`config.mk`:
```
export PLATFORM = sky130hd
export DESIGN_NAME = swd_host
export DESIGN_NICKNAME = d
export VERILOG_FILES = /design/src/rtl/swd_host.sv
export SDC_FILE = /design/constraint.sdc
export NUM_CORES = 1
export LEC_CHECK = 0
export ABC_AREA = 1
export CAP_MARGIN = 20
export CORE_ASPECT_RATIO = 1.2
export CORE_MARGIN = 4
export CORE_UTILIZATION = 40
export CTS_CLUSTER_DIAMETER = 100
export DETAILED_ROUTE_END_ITERATION = 12
export GPL_TIMING_DRIVEN = 1
export PLACE_DENSITY = 0.65
export SLEW_MARGIN = 20
export SYNTH_ARGS = -nofsm -noshare
export SYNTH_HDL_FRONTEND = slang
export SYNTH_SLANG_ARGS = --single-unit
```
`constraint.sdc`:
```
create_clock -name CLK -period 2.5 [get_ports CLK]
set_input_delay 0.5 -clock CLK [delete_from_list [all_inputs] [get_ports CLK]]
set_output_delay 0.5 -clock CLK [all_outputs]
set_load 0.1 [all_outputs]
```
`src/rtl/swd_host.sv`:
```
// SWD initiator: turns single local-bus requests into SWDCLK/SWDIO packets.
// Each bit-time is CLK_DIV clocks low then CLK_DIV clocks high; SWDIN sampled at the end of high.
//
// state   | meaning
// IDLE    | line driven low, req_ready=1, waiting for a request
// LRESET  | 56 ones then 8 zeros
// REQ     | 8-bit request header, LSB first
// TRN1    | turnaround before ACK, line released
// ACK     | 3 ACK bits sampled
// RDATA   | 32 data bits + parity sampled
// TRN2    | turnaround after read or non-OK ACK
// TRN2W   | turnaround before write data
// WDATA   | 32 data bits + parity driven
// POST    | IDLE_CYCLES driven-low idle bits (IDLE_CYCLES >= 1)
// RESP    | one-cycle response strobe
module swd_host #(
  parameter int CLK_DIV     = 2,
  parameter int IDLE_CYCLES = 2
) (
  input  logic        CLK,
  input  logic        RESETn,
  input  logic        req_valid,
  output logic        req_ready,
  input  logic        req_lreset,
  input  logic        req_apndp,
  input  logic        req_rnw,
  input  logic [1:0]  req_addr,
  input  logic [31:0] req_wdata,
  output logic        rsp_valid,
  output logic [2:0]  rsp_ack,
  output logic [31:0] rsp_rdata,
  output logic        rsp_perr,
  output logic        SWDCLK,
  output logic        SWDOUT,
  output logic        SWDOUTEN,
  input  logic        SWDIN
);
  localparam int DW = $clog2(CLK_DIV) + 1;
  localparam logic [DW-1:0] DIV_LOAD  = DW'(CLK_DIV - 1);
  localparam logic [5:0]    POST_LOAD = 6'(IDLE_CYCLES - 1);

  localparam logic [3:0] S_IDLE   = 4'd0;
  localparam logic [3:0] S_LRESET = 4'd1;
  localparam logic [3:0] S_REQ    = 4'd2;
  localparam logic [3:0] S_TRN1   = 4'd3;
  localparam logic [3:0] S_ACK    = 4'd4;
  localparam logic [3:0] S_RDATA  = 4'd5;
  localparam logic [3:0] S_TRN2   = 4'd6;
  localparam logic [3:0] S_TRN2W  = 4'd7;
  localparam logic [3:0] S_WDATA  = 4'd8;
  localparam logic [3:0] S_POST   = 4'd9;
  localparam logic [3:0] S_RESP   = 4'd10;

  logic [3:0]    state;
  logic [DW-1:0] div_cnt;
  logic          clk_hi;
  logic [5:0]    bit_cnt;
  logic [31:0]   sh;
  logic [31:0]   wdata_q;
  logic [2:0]    ack_sh;
  logic          rnw_q;
  logic          perr_q;
  logic          bit_end;
  logic [2:0]    ack_next;
  logic          req_par;
  logic          rd_ok;

  assign bit_end  = clk_hi && (div_cnt == '0);
  assign ack_next = {SWDIN, ack_sh[2:1]};
  assign req_par  = req_apndp ^ req_rnw ^ req_addr[0] ^ req_addr[1];
  assign rd_ok    = rnw_q && (ack_sh == 3'b001);

  always_ff @(posedge CLK) begin
    if (!RESETn) begin
      state     <= S_IDLE;
      div_cnt   <= '0;
      clk_hi    <= 1'b0;
      bit_cnt   <= '0;
      sh        <= '0;
      wdata_q   <= '0;
      ack_sh    <= '0;
      rnw_q     <= 1'b0;
      perr_q    <= 1'b0;
      req_ready <= 1'b0;
      rsp_valid <= 1'b0;
      rsp_ack   <= '0;
      rsp_rdata <= '0;
      rsp_perr  <= 1'b0;
      SWDCLK    <= 1'b0;
      SWDOUT    <= 1'b0;
      SWDOUTEN  <= 1'b0;
    end else begin
      rsp_valid <= 1'b0;
      // bit-time engine; the state case below overrides it on acceptance
      if (state != S_IDLE && state != S_RESP) begin
        if (div_cnt != '0) begin
          div_cnt <= div_cnt - DW'(1);
        end else begin
          div_cnt <= DIV_LOAD;
          clk_hi  <= !clk_hi;
          SWDCLK  <= !clk_hi;
        end
      end
      if (bit_end && bit_cnt != 6'd0) bit_cnt <= bit_cnt - 6'd1;

      case (state)
        S_IDLE: begin
          SWDCLK    <= 1'b0;
          SWDOUTEN  <= 1'b1;
          SWDOUT    <= 1'b0;
          req_ready <= 1'b1;
          if (req_valid && req_ready) begin
            req_ready <= 1'b0;
            div_cnt   <= DIV_LOAD;
            clk_hi    <= 1'b0;
            wdata_q   <= req_wdata;
            ack_sh    <= 3'b000;
            perr_q    <= 1'b0;
            SWDOUT    <= 1'b1;
            if (req_lreset) begin
              state   <= S_LRESET;
              bit_cnt <= 6'd63;
              rnw_q   <= 1'b0;
            end else begin
              state   <= S_REQ;
              bit_cnt <= 6'd7;
              rnw_q   <= req_rnw;
              sh      <= {24'd0, 1'b1, 1'b0, req_par, req_addr[1], req_addr[0],
                          req_rnw, req_apndp, 1'b1};
            end
          end
        end
        S_LRESET: if (bit_end) begin
          if (bit_cnt != 6'd0) begin
            SWDOUT <= (bit_cnt > 6'd8);
          end else begin
            SWDOUT    <= 1'b0;
            state     <= S_RESP;
            rsp_valid <= 1'b1;
            rsp_ack   <= 3'b000;
            rsp_rdata <= '0;
            rsp_perr  <= 1'b0;
          end
        end
        S_REQ: if (bit_end) begin
          if (bit_cnt != 6'd0) begin
            sh     <= sh >> 1;
            SWDOUT <= sh[1];
          end else begin
            state    <= S_TRN1;
            bit_cnt  <= 6'd0;
            SWDOUT   <= 1'b0;
            SWDOUTEN <= 1'b0;
          end
        end
        S_TRN1: if (bit_end) begin
          state   <= S_ACK;
          bit_cnt <= 6'd2;
        end
        S_ACK: if (bit_end) begin
          ack_sh <= ack_next;
          if (bit_cnt == 6'd0) begin
            bit_cnt <= 6'd0;
            if (ack_next == 3'b001 && rnw_q) begin
              state   <= S_RDATA;
              bit_cnt <= 6'd32;
            end else if (ack_next == 3'b001) begin
              state <= S_TRN2W;
            end else begin
              state <= S_TRN2;
            end
          end
        end
        S_RDATA: if (bit_end) begin
          if (bit_cnt != 6'd0) begin
            sh <= {SWDIN, sh[31:1]};
          end else begin
            perr_q <= SWDIN ^ (^sh);
            state  <= S_TRN2;
          end
        end
        S_TRN2: if (bit_end) begin
          state    <= S_POST;
          bit_cnt  <= POST_LOAD;
          SWDOUTEN <= 1'b1;
          SWDOUT   <= 1'b0;
        end
        S_TRN2W: if (bit_end) begin
          state    <= S_WDATA;
          bit_cnt  <= 6'd32;
          sh       <= wdata_q;
          SWDOUTEN <= 1'b1;
          SWDOUT   <= wdata_q[0];
        end
        S_WDATA: if (bit_end) begin
          if (bit_cnt > 6'd1) begin
            sh     <= sh >> 1;
            SWDOUT <= sh[1];
          end else if (bit_cnt == 6'd1) begin
            SWDOUT <= ^wdata_q;
          end else begin
            state   <= S_POST;
            bit_cnt <= POST_LOAD;
            SWDOUT  <= 1'b0;
          end
        end
        S_POST: if (bit_end && bit_cnt == 6'd0) begin
          state     <= S_RESP;
          rsp_valid <= 1'b1;
          rsp_ack   <= ack_sh;
          rsp_rdata <= rd_ok ? sh : 32'd0;
          rsp_perr  <= rd_ok ? perr_q : 1'b0;
        end
        S_RESP: begin
          state     <= S_IDLE;
          req_ready <= 1'b1;
        end
        default: state <= S_IDLE;
      endcase
    end
  end
endmodule

```
== Word level (Yosys, flattened, before mapping) ==
Index checks and enable logic that the tools add are counted.
Word-level totals
  input bits: 41
  output and inout port bits: 41
  register bits after elaboration: 123
  word-level logic and storage cells: 190
Cells by class
  bitwise gates (word level): 6
  reduce and logical (&&, ||, !) cells: 34
  $lt $le $gt $ge: 2
  equality and inequality tests: 35
  add/sub/neg operators: 2
  muxes and demuxes: 94
Operator list (number)
  2-to-1 mux 32 bit: 13
  case mux 32 bit (5 select lines): 1
  2-to-1 mux 6 bit: 14
  2-to-1 mux 4 bit: 16
  case mux 32 bit (2 select lines): 1
  parity 32 bit: 2
  case mux 6 bit (7 select lines): 1
  inequality test 2 bit (second input constant): 20
  case mux 4 bit (10 select lines): 1
  2-to-1 mux 1 bit: 28
  == test 4 x 3 -> 1 bit (second input constant): 4
  AND reduction 16 bit: 1
  2-to-1 mux 3 bit: 5
  == test 4 bit (second input constant): 3
  2-to-1 mux 2 bit: 6
  case mux 3 bit (2 select lines): 2
  AND reduction 4 bit: 3
  nonzero test 6 bit: 2
  AND reduction 10 bit: 1
  nonzero test 2 bit: 5
  == test 4 x 2 -> 1 bit (second input constant): 2
  case mux 1 bit (2 select lines): 4
  logical AND 1 bit: 7
  == test 3 x 1 -> 1 bit (second input constant): 2
  23 further kinds: 29

== Logic depth before layout (Yosys ltp) ==
  word-level depth: 8
  mapped depth: 16
  gate-level depth less buffers: 16

== Worst setup path after synthesis ==
Ideal clock, no wire load.
  path kind: register -> register
  from: register req_ready
  to: register sh[30]
  library setup time: 119 ps
  arrival time: 1990 ps
  period minus slack after synthesis: 2109 ps
  path buffers: 1
  cell stages (with the launch flop): 9
  data required time: 2381 ps
  slack: 391 ps
  cells stage by stage: dfxtp_1 nand2_1 inv_1 a21oi_2 nor3_4 inv_2 clkbuf_1 o21ai_0 a21oi_1
On the way
  longest elaborated chain between the ends: 3
Ends and longest elaborated chain
  from (decl): line 23  | output logic req_ready,
  from (signal assigned): line 84  | req_ready <= 1'b0;
  from (signal assigned): line 111  | req_ready <= 1'b1;
  from (signal assigned): line 113  | req_ready <= 1'b0;
  logical AND 1 bit: line 112  | if (req_valid && req_ready) begin
  inequality test 2 bit (no line)
  AND reduction 10 bit (no line)
  to (signal assigned): line 128  | sh <= {24'd0, 1'b1, 1'b0, req_par, req_addr[1], req_addr[0],
  to (signal assigned): line 147  | sh <= sh >> 1;
  to (signal assigned): line 176  | sh <= {SWDIN, sh[31:1]};
  to (decl): line 58  | logic [31:0] sh;
No other way between the ends.
A chain may end at the register's enable or synchronous reset.

== Worst setup path in the final report ==
  from: register state[0]
  to: register sh[4]
On the way
  longest elaborated chain between the ends: 3
  elaborated cells on any way between the ends: 17
  those cells by class: 13 x eq/ne; 1 x mux; 3 x reduce/logical
Ends and longest elaborated chain
  from (decl): line 54  | logic [3:0] state;
  from (signal assigned): line 75  | state <= S_IDLE;
  from (signal assigned): line 121  | state <= S_LRESET;
  from (signal assigned): line 125  | state <= S_REQ;
  == test 4 bit (tied with other cells): line 106  | case (state)
  nonzero test 5 bit (no line) or inequality test 2 bit (tied branches)
  AND reduction 10 bit (no line)
Several ways; a longest one is shown, not always the timed one.

==> results_dict.tcl <==
set metrics [dict create \
    cts_made_buffers 17 \
    synth_top_cell_by_area "dfxtp_1" \
    coreArea_um2 16460 \
    skew_ps 8.763 \
    tightest_slew_ps 644.9 \
    grt_overflow 0 \
    outcome "finished clean" \
    synth_top_family_by_area "simple AND/OR/NAND/NOR gates" \
    cts_hold_buffers 0 \
    die_y_um 150.8 \
    vias 6821 \
    synth_area_leaders "dfxtp_1 36%, nand2_1 17%, a21oi_1 8.8%, o21ai_0 6.8%, inv_1 5.4%" \
    clkTransAtPathRegs_ps 60 \
    worst-path-max-fanout 16 \
    cp_data_arrival_time_ps 2430 \
    clock_sinks 123 \
    wl_per_cell_um 14.16 \
    io_buffers 81 \
    cts_tree "done" \
    cts.repair.resized 0 \
    initial_utilization 0.4128 \
    finalWirelength_um 19100 \
    antenna_found_initial 0 \
    vias_per_cell 5.056 \
    cp-start-kind "flip-flop" \
    syn_inst 1054 \
    ys_types 37 \
    ys_seq_area_frac 0.3623 \
    layout-drive-gt1-share 0.09850 \
    root_buffer "clkbuf_16" \
    timing.fmax_ghz 0.4703 \
    cp-end-kind "flip-flop" \
    finalHoldViolations 0 \
    synthArstFlopShare 0 \
    synth_area_per_cell_um2 6.448 \
    fin_cells 1349 \
    ir_drop_mv 0.7929 \
    fin_nets 1169 \
    setup_viol 0 \
    cts_max_level 4 \
    synthXorXnorAreaFrac 0.05541 \
    path_class "reg2reg" \
    yosys_warnings 0 \
    slew_viol_final 0 \
    tns_ps 0 \
    hold_class "reg2reg" \
    clk_path_buf_depth 2 \
    ant_nets 0 \
    slew_headroom 0.5695 \
    post_cts_buffers 0 \
    fin_crit_sh 0.8506 \
    worstSkewPairLatency_ps 420 \
    globalplace.congestion 0.9701 \
    dp_cells 1317 \
    die_area_um2 19150 \
    grt_pass1_vias 6576 \
    synthToLayoutAreaGrowth_pct 22.55 \
    synth_compound_area_frac 0.2036 \
    rows 51 \
    detailed_place_hpwl_um 14090 \
    drtIter0Drc 421 \
    synth-seq-cells 123 \
    drc 0 \
    yosysTopAreaCellShare 0.3623 \
    rsz0062_at_grt "false" \
    timing.final.crit_period_ps 2126 \
    power_density_nw_per_um2 1284 \
    cp.required_ps 2800 \
    synth_common_cells "302 x nand2_1, 123 x dfxtp_1, 119 x a21oi_1" \
    num_io_pins 82 \
    synthesis.area_um2 6797 \
    cap_violations 0 \
    grt_usage 0.2051 \
    syn_nets 1099 \
    synthAdderAreaFrac 0.007364 \
    grt_pass1_wl_um 31580 \
    n_antenna_cell 0 \
    synth-edff-count 0 \
    dr.pass1.iters 5 \
    synth_most_common_cell "nand2_1" \
    cellLeakagePower_nw 3.705 \
    muxShareOfSynthArea 0 \
    synthSimpleGateAreaFrac 0.2809 \
    grt_max_degree 71 \
    ys_dominant_reg_cell "dfxtp_1" \
    die_x_um 127.0 \
    hold_ws_ps 438.1 \
]
## power breakdown
| group | internal [mW] | switching (mW) | leakage (nW) |
|---|---|---|---|
| logic | 1.76 | 3.55 | 2.41 |
| registers | 2.39 | 0.456 | 1.00 |
| clock network | 1.64 | 0.898 | 0.295 |
## layout by cell type (no fill, tap or decap), types with 6 or more instances in the layout
cell | Yosys | layout
xor2_1 | 23 | 23
nand2_1 | 302 | 302
inv_1 | 97 | 97
nand4_1 | 6 | 6
dfxtp_1 | 123 | 123
o21ai_0 | 92 | 92
clkdlybuf4s50_1 | 0 | 39
nand3_1 | 30 | 30
a31oi_1 | 7 | 7
buf_4 | 0 | 54
inv_2 | 10 | 10
a21oi_1 | 119 | 119
xnor2_1 | 20 | 20
o22ai_1 | 25 | 25
nor2_1 | 87 | 87
clkbuf_16 | 0 | 17
nor3_1 | 34 | 34
## metrics by stage
| stage | setup slack [ps] | utilization | cell area (um^2) | total power [mW] |
|---|---|---|---|---|
| after floorplan | 390.9 | - | 6797 | 6.962 |
| after CTS | 399.1 | 0.5059 | 8329 | 10.75 |
| final | 373.5 | 0.5059 | 8329 | 10.70 |
| after global routing | 144.1 | 0.5059 | 8329 | 11.64 |
| after global placement | 353.5 | 0.4688 | 7717 | 8.106 |
| after detailed placement | 361.0 | 0.4688 | 7717 | 8.164 |
## metal layers
layer	GRT usage	part of all wire	up-vias
met5	0	0	-
met4	0.08798	0.031	0
met3	0.04233	0.039	34
met2	0.3721	0.51	153
met1	0.2327	0.42	3057
li1	-	-	3577
## critical path, stage by stage, from the launching register on
cell	delay [ps]
dfxtp_1	480
inv_2	70
nor2_1	180
nand2_1	130
nand2_1	130
inv_2	60
nand2_2	190
o22ai_2	120
nor3_4	150
buf_4	230
o21ai_0	100
o21ai_0	100
nor2_1	60
## cell type report
class                   instances  area, um^2
repair buffers                 97       860.8
well taps                     212       265.3
flip-flops and latches        123        2462
multi-input cells             776        3720
inverters                     109       409.1
clock inverters                11       141.4
clock buffers                  21       470.5
fillers                      1701        8134
## cells by family (layout without fill, tap and decap cells)
| kind of cell | after synthesis | after routing |
|---|---|---|
| AND/OR/NAND/NOR | 471 | 471 |
| AO/OA/AOI/OAI | 258 | 258 |
| buffers and inverters | 155 | 238 |
| flip-flops | 123 | 123 |
| XOR/XNOR | 43 | 43 |
| adder cells (fa/ha/maj) | 4 | 4 |
## final timing paths
kind              startpoint          to  slack [ps]  cells past startpoint
setup reg to reg    state[0]       sh[4]         370                     12
setup / recovery    state[0]       sh[4]         370                     12
hold / removal    div_cnt[1]  div_cnt[1]         440                      2
hold reg to reg   div_cnt[1]  div_cnt[1]         440                      2
## flip-flops by register name (all words and copies together), names as in the netlist, 2 cells and up
signal	flops
ack_sh	3
rsp_rdata	32
sh	32
rsp_ack	3
state	4
bit_cnt	6
wdata_q	32
div_cnt	2
Power figures use the tool's default switching activity.
